<file path="src/rtl/bp_pkg.sv">
// Shared BytePipe definitions: byte width, command-byte layout and the
// initiator state encoding.
package bp_pkg;

  localparam int         BP_BYTE_W     = 8;
  localparam int         BP_CMD_WR     = 7;
  localparam logic [6:0] BP_ADDR_BURST = 7'd0;

  typedef logic [BP_BYTE_W-1:0] bp_byte_t;

  // Burst-set is a write to the reserved address 0.
  localparam bp_byte_t BP_BURST_SET = {1'b1, BP_ADDR_BURST};

  typedef enum logic [2:0] {
    ST_IDLE,
    ST_SET_CMD,
    ST_SET_LEN,
    ST_SET_RSP,
    ST_CMD,
    ST_WDATA,
    ST_RSP
  } bp_state_t;

  function automatic bp_byte_t bp_cmd_byte(input logic wr, input logic [6:0] addr);
    bp_byte_t b;
    b            = {1'b0, addr};
    b[BP_CMD_WR] = wr;
    return b;
  endfunction

endpackage

</file>
<file path="src/rtl/bp_initiator.sv">
// BytePipe initiator: turns register read/write/burst requests into the
// BytePipe byte stream and forwards the responder's reply bytes.
module bp_initiator
  import bp_pkg::*;
#(
  parameter int TIMEOUT = 0
) (
  input  logic       i_clk,
  input  logic       i_rst_n,
  input  logic       i_cg,
  input  logic       i_req_valid,
  output logic       o_req_ready,
  input  logic       i_req_wr,
  input  logic [6:0] i_req_addr,
  input  logic [7:0] i_req_len,
  input  logic [7:0] i_wdata,
  input  logic       i_wdata_valid,
  output logic       o_wdata_ready,
  output logic [7:0] o_rsp_data,
  output logic       o_rsp_valid,
  output logic       o_rsp_last,
  output logic       o_rsp_err,
  input  logic       i_rsp_ready,
  output logic [7:0] o_bp_data,
  output logic       o_bp_valid,
  input  logic       i_bp_ready,
  input  logic [7:0] i_bp_data,
  input  logic       i_bp_valid,
  output logic       o_bp_ready
);

  localparam logic [15:0] WDOG_LAST = (TIMEOUT == 0) ? 16'd0 : 16'(TIMEOUT - 1);

  bp_state_t   state_reg, state_next;
  logic        wr_reg, wr_next;
  logic [6:0]  addr_reg, addr_next;
  bp_byte_t    len_reg, len_next;
  bp_byte_t    beat_reg, beat_next;
  logic [15:0] wdog_reg, wdog_next;
  bp_byte_t    bp_data_reg, bp_data_next;
  logic        bp_valid_reg, bp_valid_next;
  logic        err_reg, err_next;

  // Write data bypasses the output register so a byte moves every cycle.
  assign o_req_ready   = (state_reg == ST_IDLE);
  assign o_bp_data     = (state_reg == ST_WDATA) ? i_wdata : bp_data_reg;
  assign o_bp_valid    = (state_reg == ST_WDATA) ? i_wdata_valid : bp_valid_reg;
  assign o_wdata_ready = (state_reg == ST_WDATA) && i_bp_ready;
  assign o_bp_ready    = (state_reg == ST_RSP) ? i_rsp_ready : 1'b1;
  assign o_rsp_data    = (state_reg == ST_RSP) ? i_bp_data : 8'h00;
  assign o_rsp_valid   = (state_reg == ST_RSP) && i_bp_valid;
  assign o_rsp_last    = (state_reg == ST_RSP) && i_bp_valid && (beat_reg == 8'd0);
  assign o_rsp_err     = err_reg;

  always_comb begin
    state_next    = state_reg;
    wr_next       = wr_reg;
    addr_next     = addr_reg;
    len_next      = len_reg;
    beat_next     = beat_reg;
    bp_data_next  = bp_data_reg;
    bp_valid_next = bp_valid_reg;
    err_next      = 1'b0;
    wdog_next     = 16'd0;

    case (state_reg)
      ST_IDLE: begin
        if (i_req_valid) begin
          if (i_req_addr == BP_ADDR_BURST) begin
            err_next = 1'b1;
          end else begin
            wr_next       = i_req_wr;
            addr_next     = i_req_addr;
            len_next      = i_req_len;
            bp_valid_next = 1'b1;
            if (i_req_len != 8'd0) begin
              bp_data_next = BP_BURST_SET;
              state_next   = ST_SET_CMD;
            end else begin
              bp_data_next = bp_cmd_byte(i_req_wr, i_req_addr);
              state_next   = ST_CMD;
            end
          end
        end
      end
      ST_SET_CMD: begin
        if (i_bp_ready) begin
          bp_data_next = len_reg;
          state_next   = ST_SET_LEN;
        end
      end
      ST_SET_LEN: begin
        if (i_bp_ready) begin
          bp_valid_next = 1'b0;
          state_next    = ST_SET_RSP;
        end
      end
      ST_SET_RSP: begin
        if (i_bp_valid) begin
          bp_data_next  = bp_cmd_byte(wr_reg, addr_reg);
          bp_valid_next = 1'b1;
          state_next    = ST_CMD;
        end
      end
      ST_CMD: begin
        if (i_bp_ready) begin
          bp_valid_next = 1'b0;
          beat_next     = len_reg;
          state_next    = wr_reg ? ST_WDATA : ST_RSP;
        end
      end
      ST_WDATA: begin
        // A write always ends with exactly one reply, so the count stays at 0.
        if (i_wdata_valid && i_bp_ready) begin
          if (beat_reg == 8'd0) state_next = ST_RSP;
          else                  beat_next  = beat_reg - 8'd1;
        end
      end
      ST_RSP: begin
        if (i_bp_valid && i_rsp_ready) begin
          if (beat_reg == 8'd0) state_next = ST_IDLE;
          else                  beat_next  = beat_reg - 8'd1;
        end
      end
      default: state_next = ST_IDLE;
    endcase

    // Watchdog only runs while waiting on the responder with nothing offered.
    if ((TIMEOUT != 0) && !i_bp_valid && (state_next == state_reg) &&
        ((state_reg == ST_SET_RSP) || (state_reg == ST_RSP))) begin
      if (wdog_reg == WDOG_LAST) begin
        state_next    = ST_IDLE;
        err_next      = 1'b1;
        beat_next     = 8'd0;
        bp_valid_next = 1'b0;
      end else begin
        wdog_next = wdog_reg + 16'd1;
      end
    end
  end

  always_ff @(posedge i_clk or negedge i_rst_n) begin
    if (!i_rst_n) begin
      state_reg    <= ST_IDLE;
      wr_reg       <= 1'b0;
      addr_reg     <= 7'd0;
      len_reg      <= 8'd0;
      beat_reg     <= 8'd0;
      wdog_reg     <= 16'd0;
      bp_data_reg  <= 8'd0;
      bp_valid_reg <= 1'b0;
      err_reg      <= 1'b0;
    end else if (i_cg) begin
      state_reg    <= state_next;
      wr_reg       <= wr_next;
      addr_reg     <= addr_next;
      len_reg      <= len_next;
      beat_reg     <= beat_next;
      wdog_reg     <= wdog_next;
      bp_data_reg  <= bp_data_next;
      bp_valid_reg <= bp_valid_next;
      err_reg      <= err_next;
    end
  end

endmodule

</file>
<file path="config.mk">
export PLATFORM = sky130hd
export DESIGN_NAME = bp_initiator
export DESIGN_NICKNAME = d
export VERILOG_FILES = /design/src/rtl/bp_pkg.sv /design/src/rtl/bp_initiator.sv
export SDC_FILE = /design/constraint.sdc
export NUM_CORES = 1
export LEC_CHECK = 0
export ABC_AREA = 1
export BUFFER_PORTS_ARGS = -buffer_cell sky130_fd_sc_hd__buf_2
export CAP_MARGIN = 20
export CORE_ASPECT_RATIO = 0.5
export CORE_UTILIZATION = 54
export CTS_CLUSTER_DIAMETER = 40
export DETAILED_ROUTE_END_ITERATION = 6
export PLACE_DENSITY = 0.81
export SYNTH_ARGS = -nofsm -noshare
export SYNTH_HDL_FRONTEND = slang
export SYNTH_SLANG_ARGS = --single-unit
</file>
<file path="constraint.sdc">
create_clock -name i_clk -period 2 [get_ports i_clk]
set_clock_uncertainty 0.1 [all_clocks]
set_input_delay 0.3 -clock i_clk [delete_from_list [all_inputs] [get_ports i_clk]]
set_output_delay 0.3 -clock i_clk [all_outputs]
set_load 0.05 [all_outputs]
</file>
==> flow_summary.ini, run 1 <==
[placement]
dp_hpwl_um = 4930
dp_slack_ns = 0.228
place_area_mm2 = 0.00291
io_buffers = 62
gp_congestion = 0.952
dp_cells = 496

[layout]
final_area_mm2 = 0.00309
seq_area_um2 = 926
drive_gt1_share_pct = 24.6
multi_input_area_mm2 = 0.00140
areaGrowthSynthToFinish_pct = 22.4
insertedDiodeCount = 0
nFillCells = 386
nNetsFinal = 489
stdcell_count = 505

[timing]
layout_setup_ws_ns = 0.0616
finalCritPeriodShare_pct = 96.9
finalSetupViolations = 0
fin_setup_tns_ns = 0
hold_violations = 0
period_needed_ns = 1.94
worst_slew_pin_slew_ns = 0.491
fmax_mhz = 516
max-slew-margin-rel_pct = 67.3
drv_slew = 0

[critical_path]
arrival_ns = 1.54
path_max_fanout = 8
required_ns = 1.60
path_class = reg2out
crit_path_end_kind = primary output
startpoint_type = register

[synth]
syn-num-nets = 419
synth.avg_cell_area_um2 = 6.70
synth_area_mm2 = 0.00252
synthTopCellsByCount = 166 x nand2_1, 38 x nor2_1, 37 x dfrtp_1, 34 x inv_1, 31 x nand3_1
synthFlopType = dfrtp_1
synth.most_common_cell = nand2_1
synth-seq-cells = 37
ys_seq_area_share_pct = 36.7
synth_cells = 377
synth_edf_count = 0
yosys.cell_types.count = 29
synth-async-reset-ratio_pct = 100
synthTopCellsByArea = dfrtp_1 37%, nand2_1 25%, nand3_1 6.1%
synth_top_area_share_pct = 36.7
synth_largest_area_cell = dfrtp_1
synth_warnings = 0

[grt]
grt.overflow.total = 0
track_usage_pct = 27.1
grt_pass1_wl_um = 10400
grt_pass1_vias = 2346
grt_max_degree = 38
antenna_found_initial = 0

[cts]
path_clk_slew_ns = 0.07
cts_buffers = 5
clockBufferDepth = 2
cts-htree-levels = 2
insertion_delay_ns = 0.29
cts_tree = built
clkSinkCount = 37
post_cts_buffers = 0
cts-root-buf = clkbuf_8

[hold_path]
holdCritPathClass = in2reg

[power]
powerDensity_mw_per_mm2 = 1390
p_leak_nw = 1.82
ir_worst_vdd_v = 0.000706

[route]
vias_per_cell = 5.36
wl_met2_um = 2990
route.met3.wl_um = 559
vias = 2708
antenna_left = 0
top_layer = met4
drt-pass1-iter-count = 5
drc = 0
wl_per_cell_um = 13.0
drt-met1-wl_um = 2950
totalWireLength_um = 6570
drt_iter0_drc = 195

[die]
dieArea_mm2 = 0.00497
coreArea_mm2 = 0.00445
io_pins = 63
start_util_pct = 56.8
rows = 17
die_x_um = 98.7
fp.dieH_um = 50.4

[outcome]
status = finished clean

[flow_run]
cap_violations = 0
-- path summary, 6_finish.rpt --
check	from	end	slack (ns)	cells after the start
setup / recovery	state_reg[0]	o_bp_data[4]	0.06	6
hold / removal	i_req_len[6]	len_reg[6]	0.16	3
setup reg to reg	state_reg[1]	addr_reg[6]	0.18	9
hold reg to reg	bp_data_reg[4]	bp_data_reg[4]	0.39	2
max in group asynchronous	i_rst_n	len_reg[6]	0.96	3
min in group asynchronous	i_rst_n	beat_reg[5]	0.49	3
-- cell type report --
| type | count | share of cell area (%) |
|---|---|---|
| clock buffers | 7 | 2.79 |
| clock inverters | 1 | 0.971 |
| flip-flops and latches | 37 | 29.9 |
| well taps | 57 | 2.31 |
| multi-input cells | 290 | 45.1 |
| repair buffers | 72 | 13.6 |
| inverters | 41 | 5.22 |
-- timing repair --
| item | 4_1_cts | 5_1_grt |
|---|---|---|
| endpoints found under the setup margin | 10 | 19 |
| hold buffers | 1 | 0 |
| hold endpoints to repair | 37 | 0 |
| resized for setup | 8 | 11 |
-- through the flow --
stage	utilization [%]	power (mW)	hold WS [ns]
CTS	68.7	4.24	0.152
global route	69.5	4.60	0.157
floorplan	-	3.02	-0.0956
finish	69.5	4.30	0.155
detailed placement	65.4	3.52	0.284
global placement	65.4	3.45	0.274
-- cells by family after synthesis --
| group | share of synthesized area, % |
|---|---|
| XOR/XNOR | 0.347 |
| AND/OR/NAND/NOR | 43.5 |
| flip-flops | 36.7 |
| adder cells (fa/ha/maj) | 0.991 |
| AO/OA/AOI/OAI | 9.02 |
| buffers and inverters | 9.46 |
-- layer usage --
layer  vias up  track usage, %
met5         -               0
met4         0            6.22
met3         9            6.55
met2       140            45.3
met1      1236            35.9
li1       1323               -
-- worst max-delay path, stage by stage, from the launching register on --
cell      delay (ns)
dfrtp_1         0.38
buf_4           0.19
nand3_4         0.15
buf_4           0.17
nand2_1         0.05
nand2_1         0.07
clkbuf_4        0.23
-- power breakdown --
group | switching (mW) | internal, mW | total [mW] | leakage, nW
Combinational | 1.56 | 0.755 | 2.31 | 1.28
Clock | 0.271 | 0.407 | 0.677 | 0.0585
Sequential | 0.274 | 1.04 | 1.31 | 0.474
-- placed cells by master (no fill, tap or decap), drive strengths merged --
cell type    synthesis  routed
ha                   2       2
nor3                 1       1
nor4                 1       1
o21bai               3       3
dlygate4sd3          0       1
or2                  1       1
a21oi                1       1
inv                 41      41
dfrtp               37      37
a22oi                8       8
clkbuf               2      11
o21ai               18      18
buf                  7      67
nand2              173     173
a31oi                2       2
xnor2                1       1
nor2                43      43
o211ai               1       1
bufinv               0       1
nand3               32      32
nand4                3       3
Note: power is estimated with default switching activity, not from simulation.
==> run 2: changes to the inputs <==
Settings changed: CORE_ASPECT_RATIO 0.5 to default, SKIP_CTS_REPAIR_TIMING from default to 1.
Clock period 2 ns to 2.45 ns, I/O delays scaled along.
==> run 2 against run 1 <==
Net effect:
- core utilization down 2.3 points
- combinational power down 23%
- critical path depth decreased by 1
- total power decreased by 23%
- non-clock buffer count is 5 lower
- critical endpoint is now o_rsp_last
- global-route usage decreased by 0.84 points
- first-iteration DRC count rose by 47%
- wire length decreased by 7.4%
- critical path type unchanged
- die area decreased by 0.33%
- worst hold slack lost 0.091 ns
- register-to-register slack improved by 0.39 ns
- setup slack improved by 0.23 ns
==> flow_summary.ini, run 2 (same netlist as run 1, synthesis figures left out) <==
[layout]
layout_common_cells = 166 x nand2_1, 62 x buf_2, 38 x nor2_1, 37 x dfrtp_1, 34 x inv_1
nNetsFinal = 484
stdcell_count = 495
drive_gt1_share_pct = 23.7
nFillCells = 397
areaGrowthSynthToFinish_pct = 17.6
final_common_cell = nand2_1
final_area_mm2 = 0.00297
insertedDiodeCount = 0

[grt]
use_met1_pct = 36.2
grt_max_degree = 38
track_usage_pct = 26.2
grt_pass1_vias = 2328
antenna_found_initial = 0
grt_pass1_wl_um = 10400
use_met3_pct = 4.18
grt_busiest_layer = met2
grt.overflow.total = 0
grtUsageMet2_pct = 43.4

[timing]
fmax_mhz = 463
drv_slew = 0
hold_violations = 0
worst_slew_pin_slew_ns = 0.838
finalCritPeriodShare_pct = 88.2
period_needed_ns = 2.16
max-slew-margin-rel_pct = 44.1
fin_setup_tns_ns = 0
rsz0062_at_grt = no
finalSetupViolations = 0
layout_setup_ws_ns = 0.290

[die]
fp.dieH_um = 70.4
start_util_pct = 57.2
io_pins = 63
dieArea_mm2 = 0.00495
rows = 24
coreArea_mm2 = 0.00441
die_x_um = 70.4

[cts]
insertion_delay_ns = 0.29
cts_buffers = 5
clkSinkCount = 37
clockBufferDepth = 2
cts_tree = built
cts-root-buf = clkbuf_8
path_clk_slew_ns = 0.08
cts-htree-levels = 2

[outcome]
status = finished clean

[critical_path]
crit_family = buffers and inverters
critPathBufInv = 3
required_ns = 1.98
slowest_delay_ns = 0.43
path_cells = inv_1 -> nand3_1 -> buf_4 -> nor4_2 -> buf_2
startpoint_type = register
path_class = reg2out
arrival_ns = 1.69
path_max_fanout = 10
crit_path_end_kind = primary output
critPathSlowestCell = dfrtp_1

[route]
wl_per_cell_um = 12.3
drt-pass1-iter-count = 5
drc = 0
antenna_left = 0
drt_iter0_drc = 286
vias = 2553
totalWireLength_um = 6080
vias_per_cell = 5.16

[power]
powerDensity_mw_per_mm2 = 1120
finalPower_mw = 3.33
p_leak_nw = 1.78
ir_worst_vdd_v = 0.000589

[placement]
dp_cells = 487
dp_hpwl_um = 4600
dp_slack_ns = 0.592
io_buffers = 62
gp_congestion = 0.932
place_area_mm2 = 0.00286

[flow_run]
cap_violations = 0

[hold_path]
holdCritPathClass = in2async
[run 2: cell count changes in the layout (fill, tap and decap cells not counted), sizes merged]
cell | before | now
bufinv | 1 | 0
dlygate4sd3 | 1 | 0
clkbuf | 11 | 7
inv | 41 | 42
[run 2: report_power, final]
part / leakage [nW] / switching, mW / internal, mW
registers: 0.474 / 0.209 / 0.845
clock network: 0.0549 / 0.226 / 0.260
logic: 1.26 / 1.22 / 0.570
[run 2: routing by layer]
| layer | vias up | share of wire (%) |
|---|---|---|
| met2 | 82 | 47 |
| met3 | 4 | 5.5 |
| met1 | 1153 | 47 |
| li1 | 1314 | - |
| met5 | - | 0 |
| met4 | 0 | 0.69 |
[run 2: path summary, 6_finish.rpt]
kind                               from  slack [ns]  cells past startpoint          end
max                        state_reg[0]        0.29                      5   o_rsp_last
min                             i_rst_n        0.06                      1  beat_reg[0]
max reg2reg                state_reg[2]        0.57                      9  beat_reg[5]
min reg2reg                 addr_reg[0]        0.38                      2  addr_reg[0]
max in group asynchronous       i_rst_n        1.64                      1  beat_reg[3]
min in group i_clk         i_req_len[6]        0.23                      3   len_reg[6]
[run 2: final cells by class]
class                      count  area (um2)  share of cell area, %
tap                           52        65.1                   2.19
clock buffer                   7        96.3                   3.24
inverter                      41         159                   5.35
timing repair buffer          67         348                   11.7
clock inverter                 1        8.76                  0.295
multi-input combinational    290        1370                   46.0
sequential                    37         926                   31.2
[run 2: stage by stage]
stage                     hold WS (ns)  util (%)
after floorplan                -0.0281         -
after global placement           0.355      64.9
after detailed placement         0.363      64.9
after CTS                        0.105      67.3
after global routing             0.135      67.3
final                           0.0639      67.3
